## src/rtl/theia_omem_reader.sv

```systemverilog
// Host-side reader for the THEIA per-core output memories: once all cores commit, it walks
// every OMEM bank, buffers the returned words and streams them to a sink, then pulses GACK.
module theia_omem_reader #(
    parameter int WB_WIDTH   = 32,
    parameter int NUM_CORES  = 4,
    parameter int CORE_BITS  = 2,
    parameter int FIFO_DEPTH = 4
) (
    input  logic                 CLK_I,
    input  logic                 RST_I,
    input  logic                 START_I,
    input  logic [WB_WIDTH-1:0]  CNT_I,
    input  logic [WB_WIDTH-1:0]  BASE_I,
    input  logic                 RCOMMIT_I,
    output logic [CORE_BITS-1:0] OMBSEL_O,
    output logic [WB_WIDTH-1:0]  OMADR_O,
    input  logic [WB_WIDTH-1:0]  OMEM_I,
    output logic [WB_WIDTH-1:0]  DAT_O,
    output logic [CORE_BITS-1:0] CORE_O,
    output logic                 LAST_O,
    output logic                 VLD_O,
    input  logic                 RDY_I,
    output logic                 GACK_O,
    output logic                 BUSY_O,
    output logic [2:0]           DBG_STATE_O
);

    localparam int PW = $clog2(FIFO_DEPTH);

    // DBG_STATE_O encoding: 0 IDLE, 1 WAIT, 2 READ, 3 DRAIN, 4 ACK.
    typedef enum logic [2:0] {
        S_IDLE  = 3'd0,
        S_WAIT  = 3'd1,
        S_READ  = 3'd2,
        S_DRAIN = 3'd3,
        S_ACK   = 3'd4
    } state_t;

    state_t                state_q;
    logic [WB_WIDTH-1:0]   cnt_q, base_q, idx_q;
    logic [CORE_BITS-1:0]  core_q;
    logic [CORE_BITS-1:0]  sel_q;
    logic [WB_WIDTH-1:0]   adr_q;
    logic                  infl_q, infl_last_q;
    logic [CORE_BITS-1:0]  infl_core_q;
    logic [WB_WIDTH-1:0]   dat_mem_q  [FIFO_DEPTH];
    logic [CORE_BITS-1:0]  core_mem_q [FIFO_DEPTH];
    logic [FIFO_DEPTH-1:0] last_mem_q;
    logic [PW-1:0]         wr_ptr_q, rd_ptr_q;
    logic [PW:0]           count_q, count_d;
    logic                  gack_q, busy_q;

    logic                  pop, issue, last_idx, last_core;
    logic [PW+1:0]         occ;

    // Sink handshake: a word moves when VLD_O & RDY_I at a rising edge. VLD_O reflects a
    // non-empty FIFO and the head entry only changes on a pop, so a stalled word holds
    // stable and VLD_O never falls without a transfer.
    assign VLD_O  = (count_q != '0);
    assign DAT_O  = dat_mem_q[rd_ptr_q];
    assign CORE_O = core_mem_q[rd_ptr_q];
    assign LAST_O = last_mem_q[rd_ptr_q];
    assign GACK_O = gack_q;
    assign BUSY_O = busy_q;
    assign DBG_STATE_O = state_q;

    assign pop       = VLD_O & RDY_I;
    assign last_idx  = (idx_q == cnt_q - WB_WIDTH'(1));
    assign last_core = (core_q == CORE_BITS'(NUM_CORES - 1));

    // Buffered plus in-flight words may never exceed the FIFO, counting this cycle's pop.
    assign occ   = (PW+2)'(count_q) + (PW+2)'(infl_q) - (PW+2)'(pop);
    assign issue = (state_q == S_READ) && (occ < (PW+2)'(FIFO_DEPTH));

    assign OMBSEL_O = issue ? core_q : sel_q;
    assign OMADR_O  = issue ? (base_q + idx_q) : adr_q;
    assign count_d  = count_q + (PW+1)'(infl_q) - (PW+1)'(pop);

    always_ff @(posedge CLK_I) begin
        if (RST_I) begin
            state_q     <= S_IDLE;
            cnt_q       <= '0;
            base_q      <= '0;
            idx_q       <= '0;
            core_q      <= '0;
            sel_q       <= '0;
            adr_q       <= '0;
            infl_q      <= 1'b0;
            infl_last_q <= 1'b0;
            infl_core_q <= '0;
            last_mem_q  <= '0;
            wr_ptr_q    <= '0;
            rd_ptr_q    <= '0;
            count_q     <= '0;
            gack_q      <= 1'b0;
            busy_q      <= 1'b0;
            for (int i = 0; i < FIFO_DEPTH; i++) begin
                dat_mem_q[i]  <= '0;
                core_mem_q[i] <= '0;
            end
        end else begin
            // The word addressed now returns on OMEM_I next cycle; its tags travel with it.
            infl_q <= issue;
            if (issue) begin
                sel_q       <= core_q;
                adr_q       <= base_q + idx_q;
                infl_core_q <= core_q;
                infl_last_q <= last_idx & last_core;
            end

            if (infl_q) begin
                dat_mem_q[wr_ptr_q]  <= OMEM_I;
                core_mem_q[wr_ptr_q] <= infl_core_q;
                last_mem_q[wr_ptr_q] <= infl_last_q;
                wr_ptr_q             <= wr_ptr_q + PW'(1);
            end
            if (pop) begin
                rd_ptr_q <= rd_ptr_q + PW'(1);
            end
            count_q <= count_d;

            gack_q <= 1'b0;
            case (state_q)
                S_IDLE: begin
                    if (START_I) begin
                        cnt_q   <= CNT_I;
                        base_q  <= BASE_I;
                        core_q  <= '0;
                        idx_q   <= '0;
                        busy_q  <= 1'b1;
                        state_q <= S_WAIT;
                    end
                end
                S_WAIT: begin
                    if (RCOMMIT_I) begin
                        if (cnt_q == '0) begin
                            gack_q  <= 1'b1;
                            state_q <= S_ACK;
                        end else begin
                            state_q <= S_READ;
                        end
                    end
                end
                S_READ: begin
                    if (issue) begin
                        if (last_idx) begin
                            idx_q  <= '0;
                            core_q <= core_q + CORE_BITS'(1);
                        end else begin
                            idx_q <= idx_q + WB_WIDTH'(1);
                        end
                        if (last_idx && last_core) begin
                            state_q <= S_DRAIN;
                        end
                    end
                end
                S_DRAIN: begin
                    if (!infl_q && (count_q == '0)) begin
                        gack_q  <= 1'b1;
                        state_q <= S_ACK;
                    end
                end
                S_ACK: begin
                    busy_q  <= 1'b0;
                    state_q <= S_IDLE;
                end
                default: begin
                    state_q <= S_IDLE;
                end
            endcase
        end
    end

endmodule

```

## config.mk

```make
export PLATFORM = sky130hd
export DESIGN_NAME = theia_omem_reader
export DESIGN_NICKNAME = d
export VERILOG_FILES = /design/src/rtl/theia_omem_reader.sv
export SDC_FILE = /design/constraint.sdc
export NUM_CORES = 1
export LEC_CHECK = 0
export CORE_MARGIN = 5
export CORE_UTILIZATION = 51
export CTS_CLUSTER_DIAMETER = 100
export DETAILED_ROUTE_END_ITERATION = 6
export GPL_TIMING_DRIVEN = 0
export PLACE_DENSITY = 0.77
export SYNTH_ARGS = -nofsm -noshare
export SYNTH_HDL_FRONTEND = slang
export SYNTH_SLANG_ARGS = --single-unit
```

## constraint.sdc

```tcl
create_clock -name CLK_I -period 6.7 [get_ports CLK_I]
set_clock_uncertainty 0.1 [all_clocks]
set_input_delay 2.01 -clock CLK_I [delete_from_list [all_inputs] [get_ports CLK_I]]
set_output_delay 2.01 -clock CLK_I [all_outputs]
set_load 0.005 [all_outputs]
```

==> results of run 1 <==
-- cells in the mapped netlist (all sizes together) (42+ instances only) --
master / number
nor2: 65
o21ai: 76
dfxtp: 154
edfxtp: 136
and2: 144
nand2: 244
ha: 42
clkbuf: 74
nand3: 42
a21oi: 129
nor2b: 42
-- cell families (layout without fill, tap and decap cells) --
group	count (synthesis)	count (layout)	synth area share (%)
flip-flops	290	290	47.5
AO/OA/AOI/OAI	317	317	12.9
buffers and inverters	124	412	3.19
adder cells (fa/ha/maj)	44	44	3.75
multiplexers	45	45	5.93
XOR/XNOR	67	67	3.89
AND/OR/NAND/NOR	672	672	22.8
-- layout make-up --
cell class | count | area (sq um) | share of cell area (%)
multi-input combinational | 1145 | 7710 | 40.5
sequential | 290 | 7170 | 37.7
timing repair buffer | 235 | 2110 | 11.1
clock buffer | 45 | 878 | 4.62
tap | 390 | 488 | 2.57
buffer | 84 | 423 | 2.22
inverter | 35 | 134 | 0.704
clock inverter | 13 | 113 | 0.592
-- critical path: cells and delay by family --
kind / cells / cell delay (ns)
AND/OR/NAND/NOR: 3 / 0.34
XOR/XNOR: 1 / 0.20
multiplexers: 1 / 0.08
buffers and inverters: 30 / 3.59
adder cells (fa/ha/maj): 3 / 0.75
AO/OA/AOI/OAI: 3 / 0.40
-- placed cells by master (no fill, tap or decap), types with 35 or more instances in the layout --
cell type and n:
sky130_fd_sc_hd__nand2_1 233, sky130_fd_sc_hd__dfxtp_1 154, sky130_fd_sc_hd__and2_1 142, sky130_fd_sc_hd__clkdlybuf4s50_1 140
sky130_fd_sc_hd__edfxtp_1 136, sky130_fd_sc_hd__a21oi_1 127, sky130_fd_sc_hd__clkbuf_1 74, sky130_fd_sc_hd__nor2_1 63
sky130_fd_sc_hd__o21ai_0 55, sky130_fd_sc_hd__buf_4 53, sky130_fd_sc_hd__nand3_1 42, sky130_fd_sc_hd__nor2b_1 41
sky130_fd_sc_hd__ha_1 40, sky130_fd_sc_hd__mux4_2 35, sky130_fd_sc_hd__xnor2_1 35
-- routing by layer --
metal	vias up	global-route usage [%]	routed length [um]
li1	6107	-	-
met1	6147	31.4	17200
met2	535	44.9	22000
met3	136	4.35	3130
met4	2	9.07	1790
met5	-	0	7
-- power by group --
part,switching [mW],internal (mW),total (mW)
logic,1.01,0.837,1.85
registers,0.108,2.00,2.10
clock network,0.719,0.951,1.67
-- repair_timing --
item / in CTS / in global routing
pin swaps: 13 / 15
gates resized for setup: 171 / 63
setup endpoints to repair: 34 / 35
setup buffers: 41 / 20
cloned: 0 / 0
-- per-stage QoR --
stage | std cells | cell area (sq um)
finish | 2237 | 19000
global route | 2237 | 19000
CTS | 2222 | 18900
detailed placement | 2124 | 17300
global placement | 2124 | 17300
floorplan | 1559 | 15100
-- state kept, by name (all words and copies together), names as in the netlist, named ones only --
| register | cells |
|---|---|
| sel_q | 2 |
| GACK_O | 1 |
| base_q | 32 |
| core_q | 2 |
| BUSY_O | 1 |
| idx_q | 32 |
| infl_last_q | 1 |
| wr_ptr_q | 2 |
| adr_q | 32 |
| infl_core_q | 2 |
| cnt_q | 32 |
| infl_q | 1 |
| dat_mem_q | 128 |
| last_mem_q | 4 |
| count_q | 3 |
| rd_ptr_q | 2 |
| core_mem_q | 8 |
| DBG_STATE_O | 3 |
-- worst paths after layout --
| check | from | end | slack (ns) | cells after the start |
|---|---|---|---|---|
| setup reg to reg | count_q[1] | adr_q[15] | 0.59 | 42 |
| hold reg to reg | last_mem_q[0] | last_mem_q[0] | 0.36 | 2 |
| setup / recovery | RDY_I | adr_q[15] | -0.29 | 41 |
| hold / removal | last_mem_q[0] | last_mem_q[0] | 0.36 | 2 |
==> impl_metrics.json, run 1 <==
{
  "dr_total_vias": 12927,
  "vias_per_cell": 5.78,
  "route.antenna.remaining_nets": 0,
  "first_pass_grt_wire_length_mm": 68.0,
  "fin_total_pwr_mw": 5.62,
  "setup_slack_ns": -0.286,
  "clock_sink_count": 290,
  "cts_tree": "yes",
  "synth.top_cells.by_area": "sky130_fd_sc_hd__edfxtp_1 (27%), sky130_fd_sc_hd__dfxtp_1 (20%), sky130_fd_sc_hd__nand2_1 (6.1%)",
  "period_needed_ns": 6.99,
  "areaGrowthSynthToFinish_pct": 26.1,
  "globalRouteOverflowTotal": 0,
  "number_of_flops_mapped_to_enable_cells_by_yosys": 136,
  "design.die.area_sq_um": 33100,
  "drv_slew": 0,
  "max_slew.worst_pin.slew_ns": 1.05,
  "initial_utilization_pct": 51.3,
  "timing.final.hold_violations": 0,
  "seq_area_frac_synth_pct": 47.5,
  "cts-buffers-inserted": 31,
  "slew-limit-headroom_pct": 29.9,
  "antenna_found_initial": 1,
  "routedWlPerCell_um": 19.7,
  "synth_seq_cells": 290,
  "worstPathRequired_ns": 7.12,
  "crit_path_max_fo": 6,
  "layout.nets": 1967,
  "fin_tns_setup_ns": -0.695,
  "std_cell_rows": 63,
  "synthDominantCellAreaShare_pct": 27.1,
  "preCtsSetupSlack_ns": -2.01,
  "drc": 0,
  "synthDominantAreaCellType": "sky130_fd_sc_hd__edfxtp_1",
  "grt_pass1_vias": 12836,
  "yosys_warnings": 0,
  "syn-instance-count": 1559,
  "maximum_number_of_pins_on_one_net_before_global_route_repair": 35,
  "clkSlewWorstSetupHoldPaths_ns": 0.06,
  "status": "finished with violations",
  "port_buffers": 175,
  "timing.critical_path.to_type": "register",
  "die_x_um": 182,
  "hold_path.class": "register to register",
  "clock.fmax_ghz": 0.143,
  "drive_gt1_share_pct": 13.3,
  "drtIter0Drc": 1055,
  "ys_dominant_reg_cell": "sky130_fd_sc_hd__dfxtp_1",
  "globalRouteTotalUtil_pct": 25.4,
  "rsz0062_at_grt": "yes",
  "fillerInstances": 2272,
  "insertion_delay_ns": 0.59,
  "wl_mm": 44.1,
  "insertedDiodeCount": 0,
  "synth_async_sr_flop_share_pct": 0,
  "netlist-cell-type-count": 69,
  "crit_path_start_kind": "primary input",
  "fp.coreArea_sq_um": 29400,
  "postSynthAreaPerCell_sq_um": 9.67,
  "htree_levels": 1,
  "critical_path.most_common_cell": "sky130_fd_sc_hd__buf_4",
  "maxCapViolations": 0,
  "finalWeightedCongestion": 0.947,
  "power.density_cell_area_nw_per_um2": 296,
  "dp.final_hpwl_mm": 30.9,
  "cts-root-buf": "sky130_fd_sc_hd__clkbuf_16",
  "final_count_of_negative_setup_slack_endpoints": 7,
  "critPathArrivalTime_ns": 7.40,
  "hold_slack_ns": 0.360,
  "period_share_pct": 104,
  "mappedNetlistNets": 1704,
  "timing.critical_path.slowest_cell_delay_ns": 0.39,
  "final_util_pct": 64.7,
  "worst_ir_drop_vdd_v": 0.000244,
  "die_height_um": 182,
  "cts.path.max_buffers": 3,
  "drtPass1Iterations": 5,
  "failed_checks": "setup timing",
  "static-leakage-power_nw": 7.19,
  "io_pins": 176,
  "netlist_area_sq_um": 15100,
  "cpMaxStageDelayCell": "sky130_fd_sc_hd__fa_2",
  "postCtsHoldBufs": 0,
  "criticalPathCategory": "primary input to register"
}
(Power assumes the default switching activity.)
==> run 2: changes to the inputs <==
--- a/config.mk
+++ b/config.mk
@@ -5,7 +5,6 @@
 export SDC_FILE = /design/constraint.sdc
 export NUM_CORES = 1
 export LEC_CHECK = 0
-export CORE_MARGIN = 5
 export CORE_UTILIZATION = 51
 export CTS_CLUSTER_DIAMETER = 100
 export DETAILED_ROUTE_END_ITERATION = 6
==> impl_metrics.json, run 2 (synthesis gave the netlist of run 1 again) <==
{
  "die_x_um": 174,
  "cell_count_after_placement": 2118,
  "std_cell_rows": 62,
  "maximum_number_of_pins_on_one_net_before_global_route_repair": 35,
  "design.die.area_sq_um": 30300,
  "grt_most_used_layer": "met2",
  "multi_input_area_sq_um": 7760,
  "drive_gt1_share_pct": 13.8,
  "globalRouteTotalUtil_pct": 28.1,
  "cts-root-buf": "sky130_fd_sc_hd__clkbuf_16",
  "port_buffers": 175,
  "clock.fmax_ghz": 0.147,
  "max_slew.worst_pin.slew_ns": 1.08,
  "htree_levels": 1,
  "wl_mm": 43.7,
  "dp.final_hpwl_mm": 29.9,
  "fp.coreArea_sq_um": 28900,
  "final_count_of_negative_setup_slack_endpoints": 6,
  "instances_no_fill": 2232,
  "slew-limit-headroom_pct": 28.3,
  "fin_tns_setup_ns": -0.419,
  "timing.critical_path.to_type": "primary output",
  "clock_sink_count": 290,
  "number_of_buffers_and_inverters_on_the_critical_path": 7,
  "timing.critical_path.slowest_cell_delay_ns": 0.37,
  "layout.nets": 1967,
  "worst_ir_drop_vdd_v": 0.000221,
  "criticalPathCategory": "primary input to primary output",
  "hold_slack_ns": 0.363,
  "postCtsHoldBufs": 0,
  "globalRouteOverflowTotal": 0,
  "drc": 0,
  "cts-buffers-inserted": 31,
  "cts_tree": "yes",
  "setup_slack_ns": -0.118,
  "period_share_pct": 102,
  "hold_path.class": "register to register",
  "dr_total_vias": 12937,
  "insertion_delay_ns": 0.59,
  "cts.path.max_buffers": 3,
  "top_register": "dat_mem_q",
  "critPathArrivalTime_ns": 4.71,
  "finalWeightedCongestion": 0.927,
  "worstPathRequired_ns": 4.59,
  "rsz0062_at_grt": "yes",
  "io_pins": 176,
  "route.antenna.remaining_nets": 0,
  "drtPass1Iterations": 6,
  "timing.final.hold_violations": 0,
  "status": "finished with violations",
  "final_util_pct": 66.7,
  "cpMaxStageDelayCell": "sky130_fd_sc_hd__fa_2",
  "globalRouteMet2Util_pct": 48.7,
  "die_height_um": 174,
  "crit_path_cell_trace": "buf_6 -> and2_4 -> ha_4 -> inv_4 -> ha_4 -> inv_2 -> fa_2 -> xor2_2 -> a22oi_2 -> o22ai_2 -> nand2_2 -> clkbuf_16 -> buf_12 -> clkbuf_16 -> nor2_4 -> mux2i_2 -> nand2_2 -> buf_2",
  "layout.cells.most_common_list": "sky130_fd_sc_hd__nand2_1 (233), sky130_fd_sc_hd__dfxtp_1 (154), sky130_fd_sc_hd__and2_1 (142), sky130_fd_sc_hd__clkdlybuf4s50_1 (140), sky130_fd_sc_hd__edfxtp_1 (136)",
  "largest_register_ff_count": 128,
  "vias_per_cell": 5.80,
  "failed_checks": "setup timing",
  "first_pass_grt_wire_length_mm": 67.2,
  "areaGrowthSynthToFinish_pct": 27.9,
  "period_needed_ns": 6.82,
  "area.sequential_sq_um": 7170,
  "fillerInstances": 2183,
  "crit_path_start_kind": "primary input",
  "static-leakage-power_nw": 7.28,
  "cpLargestDelayFamily": "buffers and inverters",
  "drtIter0Drc": 1304,
  "power.density_cell_area_nw_per_um2": 301,
  "final_common_cell": "sky130_fd_sc_hd__nand2_1",
  "use_met1_pct": 35.5,
  "grt_pass1_vias": 12672,
  "clkSlewWorstSetupHoldPaths_ns": 0.06,
  "fin_total_pwr_mw": 5.82,
  "routedWlPerCell_um": 19.6,
  "drv_slew": 0,
  "antenna_found_initial": 1,
  "grt.met3_usage_pct": 4.44,
  "crit_path_max_fo": 7,
  "initial_utilization_pct": 52.1,
  "maxCapViolations": 0
}
==> run 2: cell count changes in the layout (fill, tap and decap cells not counted), sizes merged <==
cell	previous run	this run
bufinv	1	4
diode	0	2
clkbuf	126	117
dlygate4sd2	7	4
clkdlybuf4s15	2	11
clkinv	9	11
buf	89	86
==> run 2: power breakdown <==
part	leakage, nW	internal (mW)	switching [mW]
logic	4.08	0.870	1.01
clock network	0.549	1.09	0.741
registers	2.66	2.00	0.107
total	7.28	3.95	1.86
==> run 2: worst min-delay path, cell delays in order (launching register included) <==
cell	delay [ns]
sky130_fd_sc_hd__dfxtp_1	0.31
sky130_fd_sc_hd__nand2_1	0.05
sky130_fd_sc_hd__a21oi_1	0.05
==> run 2: what timing repair did <==
item,in CTS,in global routing
setup buffers,44,17
pin swaps,14,19
resized for setup,179,73
setup endpoints to repair,34,35
==> run 2: area by class of cell <==
cell class              instances  share of cell area, %
plain buffers                  86                   2.44
clock inverters                18                   1.11
diodes                          2                 0.0259
clock buffers                  39                   4.59
flip-flops and latches        290                   37.1
well taps                     384                   2.49
inverters                      35                  0.694
multi-input cells            1145                   40.2
repair buffers                233                   11.3
==> run 2: path summary, 6_finish.rpt <==
path	from	depth (start not counted)	slack, ns	endpoint
worst min-delay path	base_q[20]	2	0.36	base_q[20]
worst min register to register	base_q[20]	2	0.36	base_q[20]
worst max-delay path	RDY_I	18	-0.12	OMADR_O[15]
worst max register to register	count_q[1]	40	0.70	adr_q[15]
==> run 2: layer usage <==
layer  vias up  part of all wire [%]
met4         0                   4.0
met2       545                    48
li1       6106                     -
met3       149                   7.3
met1      6137                    40
met5         -                     0
==> run 2: per-stage QoR <==
step                instance area [sq um]  setup slack, ns
floorplan                           15100           0.0311
global placement                    17300            -1.85
detailed placement                  17300            -1.88
CTS                                 19100          -0.0534
global route                        19300           -0.158
finish                              19300           -0.118
==> run 3: changes to the inputs <==
--- a/config.mk
+++ b/config.mk
@@ -5,11 +5,11 @@
 export SDC_FILE = /design/constraint.sdc
 export NUM_CORES = 1
 export LEC_CHECK = 0
-export CORE_UTILIZATION = 51
+export CORE_UTILIZATION = 55
 export CTS_CLUSTER_DIAMETER = 100
 export DETAILED_ROUTE_END_ITERATION = 6
 export GPL_TIMING_DRIVEN = 0
-export PLACE_DENSITY = 0.77
+export PLACE_DENSITY = 0.79
 export SYNTH_ARGS = -nofsm -noshare
 export SYNTH_HDL_FRONTEND = slang
 export SYNTH_SLANG_ARGS = --single-unit
==> constraint.sdc (replaced) <==
create_clock -name CLK_I -period 8.5 [get_ports CLK_I]
set_clock_uncertainty 0.1 [all_clocks]
set_input_delay 2.55 -clock CLK_I [delete_from_list [all_inputs] [get_ports CLK_I]]
set_output_delay 2.55 -clock CLK_I [all_outputs]
set_load 0.005 [all_outputs]
==> impl_metrics.json, run 3 (synthesis gave the netlist of run 1 again) <==
{
  "status": "complete, no violations",
  "area.sequential_sq_um": 7170,
  "fillerInstances": 1990,
  "setup_slack_ns": 0.135,
  "cts-buffers-inserted": 31,
  "crit_path_max_fo": 10,
  "power.share.switching_pct": 31.8,
  "power.density_cell_area_nw_per_um2": 239,
  "insertion_delay_ns": 0.58,
  "finalWeightedCongestion": 0.929,
  "std_cell_rows": 60,
  "maximum_number_of_pins_on_one_net_before_global_route_repair": 35,
  "proportion_of_power_drawn_by_the_clock_network_pct": 32.3,
  "static-leakage-power_nw": 7.10,
  "insertedDiodeCount": 0,
  "largest_register_ff_count": 128,
  "multi_input_area_sq_um": 7600,
  "wl_mm": 43.5,
  "cts.path.max_buffers": 3,
  "place_area_sq_um": 17300,
  "drtIter0Drc": 1018,
  "design_area_sq_um": 18900,
  "timing.final.hold_violations": 0,
  "maxCapViolations": 0,
  "areaGrowthSynthToFinish_pct": 25.4,
  "globalRouteTotalUtil_pct": 30.5,
  "design.die.area_sq_um": 28100,
  "routedWlPerCell_um": 20.0,
  "drc": 0,
  "cts_tree": "yes",
  "slew-limit-headroom_pct": 30.2,
  "layout.nets": 1949,
  "worstHoldStart": "last_mem_q[2]",
  "die_x_um": 168,
  "drv_slew": 0,
  "final_common_cell": "sky130_fd_sc_hd__nand2_1",
  "route.antenna.remaining_nets": 0,
  "worst_ir_drop_vdd_v": 0.000160,
  "io_pins": 176,
  "max_slew.worst_pin.slew_ns": 1.05,
  "power_frac_seq_pct": 36.7,
  "clock_sink_count": 290,
  "final_count_of_negative_setup_slack_endpoints": 0,
  "final_util_pct": 70.2,
  "period_share_pct": 98.4,
  "drtPass1Iterations": 5,
  "period_needed_ns": 8.36,
  "startpoint": "RDY_I",
  "crit_path_start_kind": "primary input",
  "clkSlewWorstSetupHoldPaths_ns": 0.06,
  "fin_tns_setup_ns": 0,
  "grt_pass1_vias": 12759,
  "r2r-start": "idx_q[0]",
  "initial_utilization_pct": 56.0,
  "antenna_found_initial": 0,
  "critPathArrivalTime_ns": 5.71,
  "criticalPathCategory": "primary input to primary output",
  "power.internal_mw": 3.08,
  "top_register": "dat_mem_q",
  "globalRouteOverflowTotal": 0,
  "drive_gt1_share_pct": 9.84,
  "vias_per_cell": 5.97,
  "htree_levels": 1,
  "fp.coreArea_sq_um": 27000,
  "layout.cells.most_common_list": "sky130_fd_sc_hd__nand2_1 (243), sky130_fd_sc_hd__clkdlybuf4s50_1 (162), sky130_fd_sc_hd__dfxtp_1 (154), sky130_fd_sc_hd__and2_1 (142), sky130_fd_sc_hd__edfxtp_1 (136)",
  "cts-root-buf": "sky130_fd_sc_hd__clkbuf_16",
  "port_buffers": 175,
  "worstPathRequired_ns": 5.85,
  "clock.fmax_ghz": 0.120,
  "timing.critical_path.to_type": "primary output",
  "dr_total_vias": 12962,
  "preCtsSetupSlack_ns": -1.31,
  "dp.final_hpwl_mm": 29.6,
  "postCtsHoldBufs": 0,
  "netSwitchingPower_mw": 1.44,
  "power.share.combinational_pct": 31.0,
  "die_height_um": 168,
  "hold_slack_ns": 0.359,
  "hold_path.class": "register to register",
  "first_pass_grt_wire_length_mm": 67.3
}
-- run 3: cell types whose count changed in the layout (fill, tap and decap cells not counted), moves of 5 or more --
cell | before | now
sky130_fd_sc_hd__clkdlybuf4s50_1 | 140 | 162
sky130_fd_sc_hd__buf_6 | 21 | 3
sky130_fd_sc_hd__o21ai_0 | 55 | 69
sky130_fd_sc_hd__buf_2 | 11 | 1
sky130_fd_sc_hd__nand2_1 | 233 | 243
sky130_fd_sc_hd__clkdlybuf4s15_1 | 10 | 1
sky130_fd_sc_hd__nand2_2 | 10 | 1
sky130_fd_sc_hd__clkbuf_2 | 7 | 0
sky130_fd_sc_hd__dlygate4sd2_1 | 4 | 11
sky130_fd_sc_hd__o21ai_1 | 11 | 5
sky130_fd_sc_hd__o21ai_2 | 8 | 2
sky130_fd_sc_hd__clkbuf_1 | 65 | 70
sky130_fd_sc_hd__clkinv_2 | 10 | 5
-- run 3: worst paths after layout --
kind                    to  cells past startpoint  slack [ns]
min reg2reg  last_mem_q[2]                      2        0.36
min          last_mem_q[2]                      2        0.36
max reg2reg      adr_q[30]                     37        1.00
max            OMADR_O[12]                     16        0.14
-- run 3: power by group through the flow --
stage / Combinational, mW / Sequential (mW) / Clock [mW]
2_1_floorplan: 0.823 / 1.65 / 0
3_3_place_gp: 1.27 / 1.68 / 0
3_5_place_dp: 1.29 / 1.68 / 0
4_1_cts: 1.35 / 1.65 / 1.46
5_1_grt: 1.51 / 1.67 / 1.51
6_report: 1.40 / 1.66 / 1.46
-- run 3: worst max-delay path, stage by stage --
cell	delay, ns
sky130_fd_sc_hd__dlymetal6s2s_1	0.14
sky130_fd_sc_hd__and2_4	0.15
sky130_fd_sc_hd__ha_1	0.28
sky130_fd_sc_hd__inv_2	0.07
sky130_fd_sc_hd__ha_4	0.13
sky130_fd_sc_hd__inv_1	0.05
sky130_fd_sc_hd__fa_2	0.40
sky130_fd_sc_hd__xor2_2	0.18
sky130_fd_sc_hd__a22oi_2	0.08
sky130_fd_sc_hd__o22ai_2	0.24
sky130_fd_sc_hd__nand2_2	0.17
sky130_fd_sc_hd__buf_8	0.18
sky130_fd_sc_hd__buf_4	0.15
sky130_fd_sc_hd__clkbuf_16	0.17
sky130_fd_sc_hd__o21ai_0	0.22
sky130_fd_sc_hd__clkdlybuf4s50_1	0.55
-- run 3: area by class of cell --
type                            count  share of cell area [%]
Multi-Input combinational cell   1145                    40.2
Sequential cell                   290                    37.9
Timing Repair Buffer              213                    10.7
Clock buffer                       39                    4.42
Buffer                             88                    2.42
Tap cell                          341                    2.26
Clock inverter                     19                    1.42
Inverter                           35                   0.695
-- run 3: repair_timing --
item	CTS	global route
pin swaps	8	6
setup endpoints to repair	34	35
setup buffers	36	6
resized for setup	64	18
-- run 3: per-stage QoR --
stage / power, mW / std cells
2_1_floorplan: 2.48 / 1559
3_3_place_gp: 2.94 / 2075
3_5_place_dp: 2.97 / 2075
4_1_cts: 4.47 / 2168
5_1_grt: 4.69 / 2170
6_report: 4.51 / 2170
-- run 3: routing by layer --
layer | vias to the layer above | global-route usage, % | wire [um]
li1 | 6088 | - | -
met5 | - | 0 | 0
met2 | 511 | 54.2 | 21500
met3 | 154 | 4.02 | 2620
met1 | 6209 | 37.0 | 17200
met4 | 0 | 13.4 | 2110
==> edit 1 (settings of run 2) <==
The parameter `WB_WIDTH` goes from 32 to 28.
--- a/src/rtl/theia_omem_reader.sv
+++ b/src/rtl/theia_omem_reader.sv
@@ -3,3 +3,3 @@
 module theia_omem_reader #(
-    parameter int WB_WIDTH   = 32,
+    parameter int WB_WIDTH   = 28,
     parameter int NUM_CORES  = 4,
Interface: changed (5 resized); port bits go from 176 to 156. The function was not compared with the original's and may differ.
==> edit 1 against run 2 <==
  * Global-route usage down 1.8 points
  * Area after synthesis shrank 13%
  * Cell area decreased by 16%
  * Core utilization down 2.1 points
  * Die area is 13% lower
  * Power shrank 23%
  * Via count decreased by 18%
  * Routed wire length decreased by 21%
  * Setup slack improved by 0.14 ns
  * Sequential power decreased by 14%
  * Fmax grew 2.2%
  * Sequential cell count decreased by 32
  * Critical endpoint is now OMADR_O[24]
  * Highest routed layer unchanged
==> edit 1: results (changes against run 2) <==
| Metric | Value |
|---|---|
| Final Wtd Congestion | `0.896 (-3.3%)` |
| CTS Buf Count | `27 (-13%)` |
| Port Buffer Count | `155 (-11%)` |
| Sequential share of the synthesized area | `48.7% (+1.1 points)` |
| Ys Warns | `0 (unchanged)` |
| Bufs on Longest Clock Path | `3 (unchanged)` |
| Worst Hold Launch | `base_q[13]$_SDFFE_PP0P_` |
| Leakage | `6.27 nW (-14%)` |
| Starting DRT DRC Count | `796 (-39%)` |
| Layout cells sized above 1 | `11.7% (-2.0 points)` |
| Vias per cell | `5.67 (-2.2%)` |
| Post-synthesis net count | `1438 (-16%)` |
| Worst r2r src | `idx_q[11]$_SDFFE_PP0P_` |
| Family with the most delay on the worst path | `adder cells` |
| Gr usage total | `26.3% (-1.8 points)` |
| Top post-synthesis cells by area | `edfxtp_1 28%, dfxtp_1 21%, and2_1 6.0%` |
| Cell variety after synth | `81 (+17%)` |
| Root Driver | `clkbuf_16` |
| Prevailing post-synth register cell | `dfxtp_1` |
| Post-synth ARST share | `0% (unchanged)` |
| Max reg flops | `112 (-13%)` |
| CTS H-tree depth | `1 (unchanged)` |
| EDFF count, synth | `120 (-12%)` |
| Largest net degree at the start of global routing | `31 (-11%)` |
| Fillers | `1993 (-8.7%)` |
| Vias in the first global route | `10300 (-18%)` |
| Crit path arrival time | `4.56 ns (-0.15 ns)` |
| Crit-path max FO | `3 (-4)` |
| Crit-path max cell delay | `0.36 ns` |
| First-pass GRT wire length | `54.1 mm (-19%)` |
| Slowest library cell on the worst path | `fa_2` |
| DP Area | `15000 um^2 (-13%)` |
| Antenna cells | `0 (-2)` |
| Status | `finished, final reports clean` |
| Worst-Skew Late Latency | `0.55 ns (-0.04 ns)` |
| Detailed Place HPWL | `24.5 mm (-18%)` |
| Worst Setup SP | `RDY_I` |
| Clk slew on worst S/H paths | `0.06 ns (about the same)` |
| P_sw | `0.00130 W (-30%)` |
| Wire per inst | `18.6 um (-5.2%)` |
| Layout Nets | `1641 (-17%)` |
| Hold Path Class | `reg -> reg` |
| Max-slew headroom | `28.7% (+0.36 points)` |
| Initial antenna violation count | `0 (-1)` |
| Most frequent cells after synthesis | `191 x nand2_1, 138 x dfxtp_1, 126 x and2_1` |
| Top reg by flops | `dat_mem_q` |
| 1st-pass router iterations | `5 (-1)` |
| Peak supply drop | `0.227 mV (+2.9%)` |
-- edit 1: logic make-up (layout without fill, tap and decap cells) --
kind of cell / after synthesis / in the layout / synth area share [%]
buffers and inverters: 100 / 323 / 3.01
muxes: 39 / 39 / 5.99
xor gates and xnor gates: 78 / 78 / 5.22
DFF: 258 / 258 / 48.7
AOI/OAI and AO/OA: 222 / 222 / 11.0
and+or+nand+nor: 570 / 571 / 22.1
adders and majority gates: 41 / 41 / 4.04
-- edit 1: path summary, 6_finish.rpt --
kind,end,slack (ns),cells past startpoint
max reg2reg,adr_q[26]$_SDFF_PP0_,2.76,12
max,OMADR_O[24],0.03,17
min reg2reg,base_q[13]$_SDFFE_PP0P_,0.36,2
min,base_q[13]$_SDFFE_PP0P_,0.36,2
-- edit 1: layer usage --
layer / track usage (%) / part of all wire [%] / up-vias
li1: - / - / 5042
met1: 33.1 / 40 / 5079
met2: 45.8 / 51 / 342
met3: 3.29 / 5.1 / 90
met4: 10.8 / 3.7 / 0
met5: 0 / 0 / -
-- edit 1: through the flow --
step / util (%) / cells / worst slack (ns)
CTS: 64.7 / 1862 / 0.0439
global route: 64.6 / 1862 / -0.0751
finish: 64.6 / 1862 / 0.0271
global placement: 59.8 / 1793 / -1.36
floorplan: - / 1308 / 0.0853
detailed placement: 59.8 / 1793 / -1.41
-- edit 1: timing repair --
action                                  CTS  global route
pin swaps                                10             7
hold endpoints to repair                  0             0
endpoints found under the setup margin   30            22
cloned                                    3             0
setup buffers                            16             0
resized for setup                        98            41
-- edit 1: worst reg2reg max path, delay by kind of cell (launching register included) --
| kind | cells | cell delay, ns |
|---|---|---|
| and+or+nand+nor | 1 | 0.12 |
| AOI/OAI and AO/OA | 7 | 2.45 |
| adders and majority gates | 1 | 0.35 |
| buffers and inverters | 3 | 0.33 |
| DFF | 1 | 0.44 |
-- edit 1: power by group through the flow --
| stage | logic (W) | clock network (W) | registers (W) |
|---|---|---|---|
| 2_1_floorplan | 0.000660 | 0 | 0.00181 |
| 3_3_place_gp | 0.00102 | 0 | 0.00183 |
| 3_5_place_dp | 0.00105 | 0 | 0.00183 |
| 4_1_cts | 0.00119 | 0.00149 | 0.00180 |
| 5_1_grt | 0.00131 | 0.00155 | 0.00181 |
| 6_report | 0.00122 | 0.00148 | 0.00180 |
-- edit 1: cell type report --
| type | instances | area share (%) |
|---|---|---|
| inverter | 32 | 0.738 |
| multi-input combinational | 951 | 39.9 |
| buffer | 68 | 2.30 |
| sequential | 258 | 39.1 |
| tap | 330 | 2.54 |
| clock inverter | 10 | 0.431 |
| timing repair buffer | 173 | 9.92 |
| clock buffer | 40 | 5.04 |
==> edit 2 (flow settings as in run 2) <==
Without the edit above. Reset style: asynchronous (`RST_I`), changed in one clocked block.
--- a/src/rtl/theia_omem_reader.sv
+++ b/src/rtl/theia_omem_reader.sv
@@ -78,3 +78,3 @@
 
-    always_ff @(posedge CLK_I) begin
+    always_ff @(posedge CLK_I or posedge RST_I) begin
         if (RST_I) begin
Function: differs if RST_I is asserted again (counterexample within 4 cycles, from zero or initial values and one cycle with RST_I high); with RST_I held inactive, the same outputs for 4 cycles.
==> edit 2 against run 2 <==
  * The flow still finishes with violations (setup timing)
  * Sequential cell count shrank 2
  * Routed wire length down 17%
  * Critical path depth down 1
  * Cell area fell by 3.3%
  * Largest cell class unchanged
  * Final cell count fell by 16%
  * Synthesized cell count shrank 20%
  * Area after synthesis decreased by 2.3%
  * Via count is 17% lower
  * Highest routed layer unchanged
  * Setup slack better by 0.062 ns
Power is not compared: it rests on default switching activity, and its combinational part moved more than twofold at a synthesized area within 25%.
==> edit 2: results (changes against run 2) <==
| Metric | Value |
|---|---|
| Top post-synthesis cells by area | `dfrtp_1 49%, mux2_2 15%, mux4_2 5.3%` |
| Synth Area in XOR/XNOR | `5.59% (+1.7 points)` |
| Wire length on met2 | `18.1 mm (-15%)` |
| Routing usage on met3 | `3.14% (-1.3 points)` |
| 1st-pass router iterations | `5 (-1)` |
| Fillers | `2128 (-2.5%)` |
| Total die area | `29600 um^2 (-2.2%)` |
| Crit-path max cell delay | `0.40 ns (+0.03 ns)` |
| Post-synth ARST share | `100% (+100 points)` |
| Cell variety after synth | `65 (-5.8%)` |
| Failing checks | `setup timing` |
| Mux share of post-synthesis cell area | `21.3% (+15 points)` |
| Routing usage on met2 | `44.3% (-4.4 points)` |
| # Post-CTS Setup Buffers | `12 (-73%)` |
| Sequential share of the synthesized area | `48.9% (+1.4 points)` |
| Antenna cells | `0 (-2)` |
| Status | `complete, but fails checks` |
| Initial antenna violation count | `0 (-1)` |
| # setup viols final | `4 (-2)` |
| Non-clk buf share | `12.3% (-1.4 points)` |
| Final Wtd Congestion | `0.962 (+3.8%)` |
| Detailed Place HPWL | `25.8 mm (-14%)` |
| Metal3 WL | `1.64 mm (-48%)` |
| Worst Slack Setup Final | `-0.0557 ns (+0.0620 ns)` |
| Comb_multi_in | `868 (-24%)` |
| Multi-input logic area | `7580 um^2 (-2.3%)` |
| Post-synthesis net count | `1393 (-18%)` |
| Post-Route WL | `36.2 mm (-17%)` |
[edit 2: changes by cell type after synthesis, sizes merged, moves of 136 or more]
cell	run 2	this run
and2	144	5
nand2	244	92
dfxtp	154	0
edfxtp	136	0
mux2	5	202
dfrtp	0	288
[edit 2: report_power, final]
group	internal (W)	switching (W)
logic	0.00227	0.00192
registers	0.00249	0.000491
clock network	0.000957	0.000672
[edit 2: worst paths after layout]
path / to / slack (ns) / cells past startpoint
max: OMADR_O[24] / -0.06 / 17
min: adr_q[26]$_DFF_PP0_ / 0.38 / 2
max reg2reg: core_q[0]$_DFFE_PP0P_ / 2.07 / 13
min reg2reg: adr_q[26]$_DFF_PP0_ / 0.38 / 2
max in group asynchronous: dat_mem_q[126]$_DFFE_PP0P_ / 4.05 / 4
min in group asynchronous: dat_mem_q[2]$_DFFE_PP0P_ / 1.65 / 2
